## src/rtl/iso15693_tx_pkg.sv

```systemverilog
// ISO 15693 reader-command encoder: shared states, frame patterns and slot counts.
// Also holds the per-slot pause rule used by the encoder datapath.
package iso15693_tx_pkg;

  typedef enum logic [1:0] {
    ST_IDLE,
    ST_SOF,
    ST_DATA,
    ST_EOF
  } state_t;

  localparam logic [7:0] SOF_PATTERN = 8'h84;
  localparam logic [3:0] EOF_PATTERN = 4'h2;

  localparam int SOF_SLOTS     = 8;
  localparam int SYM_SLOTS     = 8;
  localparam int EOF_SLOTS     = 4;
  localparam int SYMS_PER_BYTE = 4;

  localparam logic [2:0] SOF_LAST     = 3'(SOF_SLOTS - 1);
  localparam logic [2:0] SYM_LAST     = 3'(SYM_SLOTS - 1);
  localparam logic [2:0] EOF_LAST     = 3'(EOF_SLOTS - 1);
  localparam logic [1:0] SYM_IDX_LAST = 2'(SYMS_PER_BYTE - 1);

  // Patterns are MSB-first: bit 7 (SOF) / bit 3 (EOF) is slot 0.
  function automatic logic slot_has_pause(
    input state_t     st,
    input logic [2:0] slot,
    input logic [1:0] sym
  );
    logic p;
    p = 1'b0;
    unique case (st)
      ST_SOF:  p = SOF_PATTERN[3'd7 - slot];
      ST_DATA: p = (slot == {sym, 1'b1});
      ST_EOF:  p = EOF_PATTERN[2'd3 - slot[1:0]];
      default: p = 1'b0;
    endcase
    return p;
  endfunction

endpackage

```

## src/rtl/hi_iso15693_cmd_encoder_if.sv

```systemverilog
// Command-byte handshake into the ISO 15693 encoder.
// master offers bytes, slave (the encoder) returns tx_ready.
interface hi_iso15693_cmd_encoder_if;
  logic [7:0] tx_data;
  logic       tx_valid;
  logic       tx_last;
  logic       tx_ready;

  modport master (
    output tx_data,
    output tx_valid,
    output tx_last,
    input  tx_ready
  );

  modport slave (
    input  tx_data,
    input  tx_valid,
    input  tx_last,
    output tx_ready
  );
endinterface

```

## src/rtl/iso15693_slot_timer.sv

```systemverilog
// Carrier-cycle slot counter with end-of-slot strobe and pause window.
// pause_nxt describes the cycle that follows, to feed a registered output.
module iso15693_slot_timer #(
  parameter int SLOT_CYCLES  = 128,
  parameter int PAUSE_CYCLES = 128
) (
  input  logic clk,
  input  logic reset,
  input  logic en,
  output logic slot_end,
  output logic pause_nxt
);

  localparam int CW  = (SLOT_CYCLES > 1) ? $clog2(SLOT_CYCLES) : 1;
  localparam int CW1 = CW + 1;

  localparam logic [CW-1:0] CNT_MAX   = CW'(SLOT_CYCLES - 1);
  localparam logic [CW:0]   PAUSE_LIM = CW1'(PAUSE_CYCLES);

  logic [CW-1:0] slot_cnt;
  logic [CW-1:0] cnt_d;

  assign slot_end  = en && (slot_cnt == CNT_MAX);
  assign cnt_d     = (!en || slot_end) ? '0 : slot_cnt + CW'(1);
  assign pause_nxt = {1'b0, cnt_d} < PAUSE_LIM;

  always_ff @(posedge clk) begin
    if (reset) begin
      slot_cnt <= '0;
    end else begin
      slot_cnt <= cnt_d;
    end
  end

endmodule

```

## src/rtl/hi_iso15693_cmd_encoder.sv

```systemverilog
// ISO 15693 1-of-4 PPM command encoder: SOF + bytes + EOF onto mod_out.
// mod_out is loaded from next-cycle state so it lines up with busy/frame_done.
module hi_iso15693_cmd_encoder
  import iso15693_tx_pkg::*;
#(
  parameter int SLOT_CYCLES  = 128,
  parameter int PAUSE_CYCLES = 128
) (
  input  logic ck_1356meg,
  input  logic reset,
  hi_iso15693_cmd_encoder_if.slave tx,
  output logic mod_out,
  output logic busy,
  output logic frame_done,
  output logic underrun_err
);

  state_t     state_q, state_d;
  logic [2:0] slot_q, slot_d;
  logic [1:0] sym_q, sym_d;
  logic [7:0] cur_q, cur_d;
  logic       cur_last_q, cur_last_d;
  logic [7:0] nxt_q, nxt_d;
  logic       nxt_full_q, nxt_full_d;
  logic       nxt_last_q, nxt_last_d;
  logic       last_seen_q, last_seen_d;
  logic       rdy_en_q;
  logic       mod_d;

  logic en, slot_end, pause_nxt;
  logic in_frame, sof_end, sym_end, byte_end, eof_end;
  logic load_edge, ready, accept;

  assign en = (state_q != ST_IDLE);

  iso15693_slot_timer #(
    .SLOT_CYCLES  (SLOT_CYCLES),
    .PAUSE_CYCLES (PAUSE_CYCLES)
  ) u_timer (
    .clk       (ck_1356meg),
    .reset     (reset),
    .en        (en),
    .slot_end  (slot_end),
    .pause_nxt (pause_nxt)
  );

  assign in_frame  = (state_q == ST_SOF) || (state_q == ST_DATA);
  assign sof_end   = (state_q == ST_SOF) && slot_end && (slot_q == SOF_LAST);
  assign sym_end   = (state_q == ST_DATA) && slot_end && (slot_q == SYM_LAST);
  assign byte_end  = sym_end && (sym_q == SYM_IDX_LAST);
  assign eof_end   = (state_q == ST_EOF) && slot_end && (slot_q == EOF_LAST);
  assign load_edge = sof_end || byte_end;

  // On a byte boundary the next buffer is vacated this cycle, so a full
  // buffer can take a new byte; an empty one means underrun, not refill.
  assign ready = rdy_en_q && ((state_q == ST_IDLE) ||
                 (in_frame && !last_seen_q &&
                  (load_edge ? nxt_full_q : !nxt_full_q)));

  assign tx.tx_ready = ready;
  assign accept      = tx.tx_valid && ready;
  assign busy        = en;

  always_comb begin
    state_d      = state_q;
    slot_d       = slot_q;
    sym_d        = sym_q;
    cur_d        = cur_q;
    cur_last_d   = cur_last_q;
    nxt_d        = nxt_q;
    nxt_full_d   = nxt_full_q;
    nxt_last_d   = nxt_last_q;
    last_seen_d  = last_seen_q;
    frame_done   = 1'b0;
    underrun_err = 1'b0;

    if (slot_end) slot_d = slot_q + 3'd1;

    unique case (state_q)
      ST_IDLE: begin
        if (accept) begin
          state_d = ST_SOF;
          slot_d  = '0;
        end
      end
      ST_SOF: begin
        if (sof_end) begin
          state_d = ST_DATA;
          slot_d  = '0;
          sym_d   = '0;
        end
      end
      ST_DATA: begin
        if (sym_end) begin
          slot_d = '0;
          sym_d  = sym_q + 2'd1;
          cur_d  = {2'b00, cur_q[7:2]};
          if (byte_end && (cur_last_q || !nxt_full_q)) begin
            state_d      = ST_EOF;
            underrun_err = !cur_last_q;
          end
        end
      end
      ST_EOF: begin
        if (eof_end) begin
          state_d    = ST_IDLE;
          slot_d     = '0;
          frame_done = 1'b1;
        end
      end
      default: ;
    endcase

    if (load_edge && (state_d == ST_DATA)) begin
      cur_d      = nxt_q;
      cur_last_d = nxt_last_q;
      nxt_full_d = 1'b0;
    end

    if (accept) begin
      nxt_d       = tx.tx_data;
      nxt_full_d  = 1'b1;
      nxt_last_d  = tx.tx_last;
      last_seen_d = tx.tx_last;
    end

    mod_d = !(slot_has_pause(state_d, slot_d, cur_d[1:0]) && pause_nxt);
  end

  always_ff @(posedge ck_1356meg) begin
    if (reset) begin
      state_q     <= ST_IDLE;
      slot_q      <= '0;
      sym_q       <= '0;
      cur_q       <= '0;
      cur_last_q  <= 1'b0;
      nxt_q       <= '0;
      nxt_full_q  <= 1'b0;
      nxt_last_q  <= 1'b0;
      last_seen_q <= 1'b0;
      rdy_en_q    <= 1'b0;
      mod_out     <= 1'b1;
    end else begin
      state_q     <= state_d;
      slot_q      <= slot_d;
      sym_q       <= sym_d;
      cur_q       <= cur_d;
      cur_last_q  <= cur_last_d;
      nxt_q       <= nxt_d;
      nxt_full_q  <= nxt_full_d;
      nxt_last_q  <= nxt_last_d;
      last_seen_q <= last_seen_d;
      rdy_en_q    <= 1'b1;
      mod_out     <= mod_d;
    end
  end

endmodule
```

## src/flat_wrapper.sv

```systemverilog
// flat-port wrapper written by rule: the top's interface ports become plain ports
module hi_iso15693_cmd_encoder_flat import iso15693_tx_pkg::*;
#(
  parameter int SLOT_CYCLES  = 128,
  parameter int PAUSE_CYCLES = 128
)
  (ck_1356meg, reset, mod_out, busy, frame_done, underrun_err, tx_tx_data, tx_tx_valid, tx_tx_last, tx_tx_ready);
  hi_iso15693_cmd_encoder_if tx_i ();
  input  logic ck_1356meg;
  input  logic reset;
  output logic mod_out;
  output logic busy;
  output logic frame_done;
  output logic underrun_err;
  input wire logic [$bits(tx_i.tx_data)-1:0] tx_tx_data;
  input wire logic [$bits(tx_i.tx_valid)-1:0] tx_tx_valid;
  input wire logic [$bits(tx_i.tx_last)-1:0] tx_tx_last;
  output wire logic [$bits(tx_i.tx_ready)-1:0] tx_tx_ready;
  assign tx_i.tx_data = tx_tx_data;
  assign tx_i.tx_valid = tx_tx_valid;
  assign tx_i.tx_last = tx_tx_last;
  assign tx_tx_ready = tx_i.tx_ready;
  hi_iso15693_cmd_encoder #(.SLOT_CYCLES(SLOT_CYCLES), .PAUSE_CYCLES(PAUSE_CYCLES)) u_core (.ck_1356meg(ck_1356meg), .reset(reset), .tx(tx_i), .mod_out(mod_out), .busy(busy), .frame_done(frame_done), .underrun_err(underrun_err));
endmodule
```

## config.mk

```make
export PLATFORM = sky130hd
export DESIGN_NAME = hi_iso15693_cmd_encoder_flat
export DESIGN_NICKNAME = d
export VERILOG_FILES = /design/src/rtl/iso15693_tx_pkg.sv /design/src/rtl/hi_iso15693_cmd_encoder_if.sv /design/src/rtl/iso15693_slot_timer.sv /design/src/rtl/hi_iso15693_cmd_encoder.sv /design/src/flat_wrapper.sv
export SDC_FILE = /design/constraint.sdc
export NUM_CORES = 1
export LEC_CHECK = 0
export BUFFER_PORTS_ARGS = -buffer_cell sky130_fd_sc_hd__buf_4
export CORE_ASPECT_RATIO = 0.5
export CORE_UTILIZATION = 53
export DETAILED_ROUTE_END_ITERATION = 7
export GPL_TIMING_DRIVEN = 0
export PLACE_DENSITY = 0.75
export SYNTH_ARGS = -nofsm -noshare
export SYNTH_HDL_FRONTEND = slang
export SYNTH_SLANG_ARGS = --single-unit
```

## constraint.sdc

```tcl
create_clock -name ck_1356meg -period 2.45 [get_ports ck_1356meg]
set_input_delay 0.1225 -clock ck_1356meg [delete_from_list [all_inputs] [get_ports ck_1356meg]]
set_output_delay 0.1225 -clock ck_1356meg [all_outputs]
set_load 0.05 [all_outputs]
```

==> out/results.ini <==
[route]
route.vias.total=1624
drc=0
via_per_inst=5.659
dr.first_iter.drc_count=66
wire_per_inst_um=15.18
detail-route-antenna-nets=0
postRouteWirelength_um=4357
drt-pass1-iter-count=4

[critical_path]
critPathTopFamily=simple AND/OR/NAND/NOR gates
worstPathMaxFanout=6
slowest_delay_ns=0.37
rr_worst_depth=9
cpMaxStageDelayCell=or3_4
worstSetupPathType=reg -> reg
start_kind=register
worst-path-buf-inv=1
cp.arrival_ns=2.58
crit_cells=9
crit_path_end_kind=register
critical_path_required_ns=2.63
path_cells=buf_4, ha_2, a21oi_2, nor4b_4, mux2_4, and2_4, or3_4, o31ai_4, a22oi_2

[power]
internal_power_uw=876.6
power_switching_uw=315.0
power_density_mw_per_mm2=493.9
switching_share=0.2643
ir_drop_v=0.0005503
comb_power_share=0.128
clock_power_share=0.375
p_seq_frac=0.497
p_leak_nw=1.010

[synth]
synthAdderAreaFrac=0.06614
synth_ff_type=dfxtp_1
synth_top_family_by_area=simple AND/OR/NAND/NOR gates
synth_edf_count=0
synthSimpleGateAreaFrac=0.2348
yosysSeqAreaShare=0.3704
synth_cells=203
synth.distinct_cells=46
synth_xor_area_frac=0.03704
syn-cell-area_mm2=0.001892
synthArstFlopShare=0
synth_nets=225
ys_ff_latch=35
synth_mux_area_frac=0.08929
yosys_warnings=0
avgSynthCellArea_um2=9.319
synth_compound_area_frac=0.1515

[job]
max-cap-violations=0

[timing]
tightest_slew_ns=0.6856
layout_worst_path_cycle_share=0.9832
slew_headroom=0.5357
fmax_mhz=415.1
setup_viol=0
hold_viol_final=0
period_needed_ns=2.409
maxSlewViolCount=0
clock_skew_ns=0.009707
worst_slack_ns=0.04108

[clock_tree]
cts_max_level=2
cts-buffers-inserted=5
clockBufferDepth=2
clk_latency_ns=0.29
cts_tree=built
ctsHoldBuffers=0
clkTransAtPathRegs_ns=0.08
cts.sinks=35
root_buffer=clkbuf_8

[floorplanning]
die_w_um=86.49
io_pins=17
core_mm2=0.003188
die_h_um=44.25
die_area_mm2=0.003827
placementRows=14
initial_utilization=0.5934

[final_layout]
nFillCells=236
final_util=0.7567
multiInputGateArea_mm2=0.001222
final_cells=287
finalNetCount=260
regArea_um2=708.2
drive_gt1_frac=0.3138
n_antenna_cell=0
final_area_mm2=0.002412
area_delta_synth_final_pct=27.51

[placement]
dp_hpwl_um=2918
post_dp_cell_area_mm2=0.002082
portBuffers=15
dp.cells=266
place_ws_ns=-0.2987
gp_congestion=0.8675

[global_routing]
grt_pass1_vias=1490
grt_max_degree=13
overflow=0
antenna_found_initial=0
track_usage=0.2435
grt_pass1_wl_um=7010

[min_path]
hp-class=in -> reg
hold_depth=3

[run_status]
outcome=completed

[cells in the final DEF (no fill, tap or decap), types with 4 or more instances in the layout]
| master | Yosys | routed |
|---|---|---|
| a311oi_1 | 4 | 4 |
| and3_1 | 9 | 8 |
| buf_4 | 2 | 28 |
| clkbuf_8 | 0 | 6 |
| dfxtp_1 | 35 | 33 |
| ha_1 | 10 | 4 |
| ha_2 | 0 | 4 |
| inv_1 | 10 | 8 |
| mux2i_1 | 12 | 12 |
| nand2_1 | 12 | 11 |
| nand3_1 | 12 | 10 |
| nor2_1 | 34 | 34 |
| o21ai_0 | 7 | 7 |
| xnor2_1 | 6 | 6 |
[Yosys cell counts (all sizes together), types with 2 or more instances]
library cell  count  area, um^2
dfxtp            35       700.7
nor2             34       127.6
mux2i            13       142.6
nand2            13       56.30
nand3            13       77.58
ha               10       125.1
inv              10       37.54
and3              9       56.30
o21ai             7       35.03
buf               6       47.54
xnor2             6       52.55
a311oi            4       35.03
nor3              4       20.02
a21oi             3       18.77
a22oi             3       27.52
a31oi             3       18.77
clkbuf            3       11.26
nor4b             3       41.29
o31ai             3       27.52
a211oi            2       20.02
and4b             2       20.02
mux2              2       26.27
nor3b             2       15.01
xor2              2       17.52
[per-stage QoR]
| stage | power (mW) | setup TNS (ns) | hold slack, ns |
|---|---|---|---|
| finish | 1.192 | 0 | 0.06477 |
| global route | 1.239 | -0.01673 | 0.07047 |
| CTS | 1.195 | 0 | 0.06220 |
| detailed placement | 0.7332 | -2.077 | 0.3628 |
| global placement | 0.7283 | -1.191 | 0.3502 |
| floorplan | 0.6930 | 0 | 0.2664 |
[repair_timing]
action	4_1_cts	5_1_grt
setup endpoints to repair	14	4
pin swaps	9	4
buffers inserted	8	5
resized for setup	22	10
[tightest hold or removal path, delay by kind of cell]
family / cells / cell delay [ns]
mux: 1 / 0.05
buf+inv: 1 / 0.08
simple gates: 1 / 0.07
[layer usage]
| metal | GRT usage | part of all wire | wire length [um] |
|---|---|---|---|
| met5 | 0 | 0 | 0 |
| met3 | 0.07463 | 0.060 | 261 |
| met2 | 0.3921 | 0.47 | 2056 |
| met1 | 0.3252 | 0.47 | 2032 |
| met4 | 0.06000 | 0.0014 | 6 |
[power by group through the flow]
| stage | sequential, mW | clock (mW) | combinational (mW) |
|---|---|---|---|
| after floorplan | 0.608 | 0 | 0.0851 |
| after global placement | 0.606 | 0 | 0.122 |
| after detailed placement | 0.607 | 0 | 0.126 |
| after CTS | 0.592 | 0.456 | 0.147 |
| after global routing | 0.593 | 0.481 | 0.165 |
| final | 0.592 | 0.447 | 0.152 |
[layout make-up]
| type | count | area share |
|---|---|---|
| inverter | 10 | 0.01763 |
| timing repair buffer | 28 | 0.08869 |
| sequential | 35 | 0.2936 |
| clock buffer | 6 | 0.03423 |
| clock inverter | 2 | 0.006743 |
| buffer | 9 | 0.02749 |
| multi-input combinational | 149 | 0.5067 |
| tap | 48 | 0.02490 |
[worst paths after layout]
path	startpoint	endpoint	slack, ns
setup / recovery	u_core.state_q[0]$_SDFF_PP0_	u_core.mod_out$_SDFF_PP1_	0.04
hold / removal	tx_tx_data[3]	u_core.nxt_q[3]$_SDFFE_PP0P_	0.06
setup reg to reg	u_core.state_q[0]$_SDFF_PP0_	u_core.mod_out$_SDFF_PP1_	0.04
hold reg to reg	u_core.u_timer.slot_cnt[0]$_SDFF_PP0_	u_core.u_timer.slot_cnt[0]$_SDFF_PP0_	0.44
[registers in the layout (all words and copies together), names as in the netlist, 2 cells and up]
register	count
u_core.cur_q	8
u_core.nxt_q	8
u_core.slot_q	3
u_core.state_q	2
u_core.sym_q	2
u_core.u_timer.slot_cnt	7
[logic make-up (layout without fill, tap and decap cells)]
kind of cell | count (synthesis) | after routing
AO/OA/AOI/OAI | 32 | 32
adder cells (fa/ha/maj) | 10 | 10
flip-flops | 35 | 35
buffers and inverters | 19 | 55
multiplexers | 15 | 15
XOR/XNOR | 8 | 8
AND/OR/NAND/NOR | 84 | 84
Power figures use the tool's default switching activity.
